## src/rtl/buttons_arbiter_db.sv

```systemverilog
// Debounced multi-button front end with single-press arbiter.
// Accepts one isolated press at a time; chords block until all released.
module buttons_arbiter_db #(
  parameter int N_BTN           = 3,
  parameter int DEBOUNCE_CYCLES = 16,
  parameter int REPEAT_EN       = 0,
  parameter int REPEAT_DELAY    = 64,
  parameter int REPEAT_PERIOD   = 16
) (
  input  logic             clk,
  input  logic             rst_n,
  input  logic [N_BTN-1:0] btn_raw,
  output logic [N_BTN-1:0] action,
  output logic             action_valid,
  output logic             pressed,
  output logic             multi
);

  localparam int CW     = $clog2(DEBOUNCE_CYCLES + 1);
  localparam int HC_MAX = (REPEAT_DELAY > REPEAT_PERIOD) ?
                          REPEAT_DELAY : REPEAT_PERIOD;
  localparam int HW     = $clog2(HC_MAX + 1);

  localparam logic [CW-1:0] CNT_MAX = CW'(DEBOUNCE_CYCLES);
  localparam logic [HW-1:0] DLY_M1  = HW'(REPEAT_DELAY - 1);
  localparam logic [HW-1:0] PER_M1  = HW'(REPEAT_PERIOD - 1);

  typedef enum logic [1:0] {
    ST_IDLE,
    ST_HELD,
    ST_BLOCKED
  } state_t;

  logic [N_BTN-1:0] r_s1;
  logic [N_BTN-1:0] r_s;
  logic [N_BTN-1:0] r_db;
  logic [CW-1:0]    r_cnt [N_BTN];

  state_t           r_state;
  state_t           w_nstate;
  logic [N_BTN-1:0] r_lat;
  logic [N_BTN-1:0] w_lat_n;
  logic [HW-1:0]    r_hc;
  logic [HW-1:0]    w_hc_n;
  logic             r_first;
  logic             w_first_n;
  logic [N_BTN-1:0] w_act;

  logic [N_BTN-1:0] r_action;
  logic             r_valid;
  logic             r_pressed;
  logic             r_multi;

  logic             w_nz;
  logic             w_multi;
  logic [HW-1:0]    w_tgt;

  assign w_nz    = |r_db;
  assign w_multi = |(r_db & (r_db - N_BTN'(1)));
  assign w_tgt   = r_first ? DLY_M1 : PER_M1;

  always_ff @(posedge clk or negedge rst_n) begin
    if (!rst_n) begin
      r_s1 <= '0;
      r_s  <= '0;
    end else begin
      r_s1 <= btn_raw;
      r_s  <= r_s1;
    end
  end

  // db follows s only after CNT_MAX mismatches plus one more confirming sample
  always_ff @(posedge clk or negedge rst_n) begin
    if (!rst_n) begin
      r_db <= '0;
      for (int i = 0; i < N_BTN; i++) r_cnt[i] <= '0;
    end else begin
      for (int i = 0; i < N_BTN; i++) begin
        if (r_s[i] == r_db[i]) begin
          r_cnt[i] <= '0;
        end else if (r_cnt[i] == CNT_MAX) begin
          r_db[i]  <= r_s[i];
          r_cnt[i] <= '0;
        end else begin
          r_cnt[i] <= r_cnt[i] + CW'(1);
        end
      end
    end
  end

  always_comb begin
    w_nstate  = r_state;
    w_lat_n   = r_lat;
    w_hc_n    = r_hc;
    w_first_n = r_first;
    w_act     = '0;
    unique case (r_state)
      ST_IDLE: begin
        if (w_multi) begin
          w_nstate = ST_BLOCKED;
        end else if (w_nz) begin
          w_act     = r_db;
          w_lat_n   = r_db;
          w_hc_n    = '0;
          w_first_n = 1'b1;
          w_nstate  = ST_HELD;
        end
      end
      ST_HELD: begin
        if (r_db == r_lat) begin
          if (REPEAT_EN != 0) begin
            if (r_hc == w_tgt) begin
              w_act     = r_lat;
              w_hc_n    = '0;
              w_first_n = 1'b0;
            end else begin
              w_hc_n = r_hc + HW'(1);
            end
          end
        end else begin
          w_hc_n    = '0;
          w_first_n = 1'b1;
          w_nstate  = w_nz ? ST_BLOCKED : ST_IDLE;
        end
      end
      ST_BLOCKED: begin
        if (!w_nz) w_nstate = ST_IDLE;
      end
      default: w_nstate = ST_IDLE;
    endcase
  end

  always_ff @(posedge clk or negedge rst_n) begin
    if (!rst_n) begin
      r_state   <= ST_IDLE;
      r_lat     <= '0;
      r_hc      <= '0;
      r_first   <= 1'b1;
      r_action  <= '0;
      r_valid   <= 1'b0;
      r_pressed <= 1'b0;
      r_multi   <= 1'b0;
    end else begin
      r_state   <= w_nstate;
      r_lat     <= w_lat_n;
      r_hc      <= w_hc_n;
      r_first   <= w_first_n;
      r_action  <= w_act;
      r_valid   <= |w_act;
      r_pressed <= w_nz;
      r_multi   <= w_multi;
    end
  end

  assign action       = r_action;
  assign action_valid = r_valid;
  assign pressed      = r_pressed;
  assign multi        = r_multi;

endmodule

```

## config.mk

```make
export PLATFORM = sky130hd
export DESIGN_NAME = buttons_arbiter_db
export DESIGN_NICKNAME = d
export VERILOG_FILES = /design/src/rtl/buttons_arbiter_db.sv
export SDC_FILE = /design/constraint.sdc
export NUM_CORES = 1
export LEC_CHECK = 0
export BUFFER_PORTS_ARGS = -buffer_cell sky130_fd_sc_hd__clkbuf_2
export CORE_AREA = 5 5 60 62
export CTS_CLUSTER_SIZE = 10
export DETAILED_ROUTE_END_ITERATION = 10
export DIE_AREA = 0 0 65 67
export PLACE_DENSITY = 0.72
export REMOVE_ABC_BUFFERS = 1
export SYNTH_ARGS = -nofsm -noshare
export SYNTH_HDL_FRONTEND = slang
export SYNTH_SLANG_ARGS = --single-unit
```

## constraint.sdc

```tcl
create_clock -name clk -period 1.23 [get_ports clk]
set_input_delay 0 -clock clk [delete_from_list [all_inputs] [get_ports clk]]
set_output_delay 0 -clock clk [all_outputs]
set_load 0.02 [all_outputs]
```

==> summary.md <==
| Metric | Value |
|---|---|
| Row cnt | 20 |
| First-pass GRT wire length | 4.126 mm |
| Tmin final | 1.257 ns |
| Post-route antenna net violation count | 0 |
| Setup Viol. Count Final | 1 |
| Final WL | 2.447 mm |
| Cell taking the most area after synthesis | dfrtp_1 |
| Vias in the first global route | 985 |
| VDD IR max | 0.0006542 V |
| Final worst path period share | 1.022 |
| CTS tree | yes |
| Main area contributors after synthesis | dfrtp_1, xor2_1, ha_1 |
| HP Class | in2async |
| Syn Std Cell Area | 1514 um^2 |
| Multi-input gate area | 655.6 um^2 |
| Boundary pin count | 11 |
| Share of layout cells above drive strength 1 | 0.3185 |
| Combinational share of power | 0.083 |
| CTS sink cnt | 35 |
| CTS Buffer Depth | 2 |
| Failing checks | negative setup slack |
| Die Span X | 65 um |
| Final worst slack | -0.02690 ns |
| DRC Markers | 0 |
| Worst hold slack | 0.2266 ns |
| Final Instance Count excl. Fillers | 190 |
| Worst R2R Path Depth | 5 |
| Clock-pin slew on the worst setup and hold paths | 0.10 ns |
| Slew @ Worst Pin | 0.4163 ns |
| Total GRT Usage | 0.1267 |
| Total power draw | 1.956 mW |
| Die height | 67 um |
| F_max | 795.6 MHz |
| Initial Util | 0.5084 |
| Filler Cells Inserted | 232 |
| DP Worst Slack | -0.02994 ns |
| Lkg Pwr | 0.9180 nW |
| Post-synthesis cell count | 126 |
| Sequential share of power | 0.622 |
| Switching power | 0.4664 mW |
| Relative slew margins | 0.7225 |
| Max FO, Critical Path | 2 |
| Critical Path RT | 1.45 ns |
| Crit path capture type | register |
| Critical Path Max Stage Delay | 0.40 ns |
| Internal Pwr Total | 1.489 mW |
| Final Max Slew Viols | 0 |
| DP Wirelength | 1.654 mm |
| Area of the core | 2978 um^2 |
| Post-DR vias/cell | 5.168 |
| Worst Path Arrival | 1.48 ns |
| Sw frac | 0.2385 |
| CTS root buf | clkbuf_4 |
| Nets | 167 |
| Setup crit start kind | register |
| Synth warnings | 0 |
| Post-synthesis cell type count | 28 |
| Die ar. | 4355 um^2 |
| Routed WL per cell | 12.88 um |
| Synthesis-to-layout area growth | 20.91% |
| Crit Path Class | reg2reg |
| Area share of the largest cell type after synthesis | 0.5785 |
| CTS buffer count | 5 |
| Status | finished, violations left |
| Grt total ovfl | 0 |
| GP Congestion | 0.7900 |
| Clock latency on the worst-skew pair | 0.33 ns |
| Slowest stage cell on the critical path | dfrtp_1 |
| Placed Instances | 176 |
| Setup TNS | -0.02690 ns |
| Share of power burned in the clock network | 0.295 |
| Initial antenna violation count | 0 |
| Synth Area per Inst | 12.02 um^2 |
| Pre-antenna DRT Iters | 4 |
| Max Clock Skew | 0.006158 ns |
| RSZ-0062 raised after global routing | true |
| #FFs+latches synth | 35 |
| # Max-Cap Violations | 0 |
| Reg area | 879.6 um^2 |
| CTS HTree Levels | 2 |
| Via count | 982 |
| Largest net degree at the start of global routing | 36 |
| Sequential-to-total area share from yosys stat | 0.5785 |
| Ant. Diodes | 0 |
| Final Hold Viols | 0 |
| I/O Buffers | 10 |
| Pwr dens | 1068 nW/um^2 |
| Critical Path, Cell by Cell | inv_1, ha_2, nand2_2, nor3_2, mux2_4 |
| Drt initial violations | 48 |
## worst max-delay path, delay by kind of cell (launching register included)
| family | cells | cell delay, ns |
|---|---|---|
| mux | 1 | 0.31 |
| flops | 1 | 0.40 |
| buf+inv | 1 | 0.07 |
| fa+ha+maj | 1 | 0.17 |
| simple gates | 2 | 0.21 |
## logic make-up after synthesis
logic type,Yosys count,share of synthesized area
compound gates,14,0.06033
buf+inv,9,0.03471
flops,35,0.5785
simple gates,42,0.1446
mux,3,0.02231
fa+ha+maj,7,0.05702
xor+xnor,16,0.1025
## worst paths after layout
path | slack (ns) | to | start
worst max-delay path | -0.03 | r_db[2] | r_cnt[1]
worst min-delay path | 0.23 | action[1] | rst_n
worst max register to register | -0.03 | r_db[2] | r_cnt[1]
worst min register to register | 0.36 | r_s[2] | r_s1[2]
max in group asynchronous | 0.68 | r_db[1] | rst_n
min in group clk | 0.32 | r_s1[1] | btn_raw[1]
## registers in the layout, indices dropped and copies added (netlist names)
name          flops
r_s1              3
r_state           2
action            3
r_db              3
r_s               3
multi             1
pressed           1
r_cnt            15
r_lat             3
action_valid      1
## through the flow
stage                     utilization  instance area (um^2)
after detailed placement       0.5542                  1650
after floorplan                     -                  1484
after global placement         0.5542                  1650
after global routing           0.6147                  1831
final                          0.6147                  1831
after CTS                      0.5866                  1747
## cells in the mapped netlist
cell / instances
dfrtp_1: 35
nor2_1: 14
xor2_1: 10
and2_1: 7
ha_1: 6
inv_1: 6
nand2_1: 6
nand3_1: 6
xnor2_1: 4
a21o_1: 3
mux2_2: 3
o21ai_0: 3
o31ai_1: 3
a21oi_1: 2
buf_6: 2
nand4bb_1: 2
nor3_1: 2
xor2_2: 2
a22o_1: 1
buf_4: 1
maj3_2: 1
nand2b_1: 1
nor2_2: 1
nor4_2: 1
o21ai_1: 1
o21bai_1: 1
or2_2: 1
or3_1: 1
## routing by layer
metal,global-route usage,vias up,part of all wire
li1,-,471,-
met1,0.1489,488,0.43
met2,0.2005,18,0.51
met3,0.04047,5,0.041
met4,0.07916,0,0.015
met5,0,-,0
## layout by cell type (no fill, tap or decap), types with 2 or more instances in the layout
cell and count:
nand2_1 4, o21ai_0 3, mux2_4 2, nand2_2 2, xor2_1 9, inv_1 5
xor2_2 3, clkbuf_1 2, and2_1 7, xnor2_1 4, dlygate4sd3_1 4, ha_1 4
dfrtp_1 32, a21o_1 3, dfrtp_2 3, nand3_1 6, o31ai_1 2, buf_4 10
a21oi_1 2, clkbuf_4 5, clkbuf_2 11, nor2_1 14
## power by group through the flow
stage               logic (mW)  clock network (mW)  registers (mW)
floorplan               0.0639                   0            1.23
global placement         0.123                   0            1.23
detailed placement       0.133                   0            1.24
CTS                      0.143               0.613            1.21
global route             0.193               0.675            1.22
finish                   0.163               0.577            1.22
## area by class of cell
type | instances | area share
clock buffer | 7 | 0.02461
multi-input combinational | 82 | 0.3582
tap | 33 | 0.02256
sequential | 35 | 0.4805
clock inverter | 1 | 0.002734
timing repair buffer | 26 | 0.09911
inverter | 6 | 0.01230
## timing repair
action | in CTS | in global routing
hold endpoints to repair | 38 | 0
setup endpoints to repair | 6 | 19
gates resized for setup | 2 | 16
setup buffers | 0 | 2
pin swaps | 0 | 1
hold buffers | 4 | 0
No activity file was read; power rests on OpenSTA's default activity.
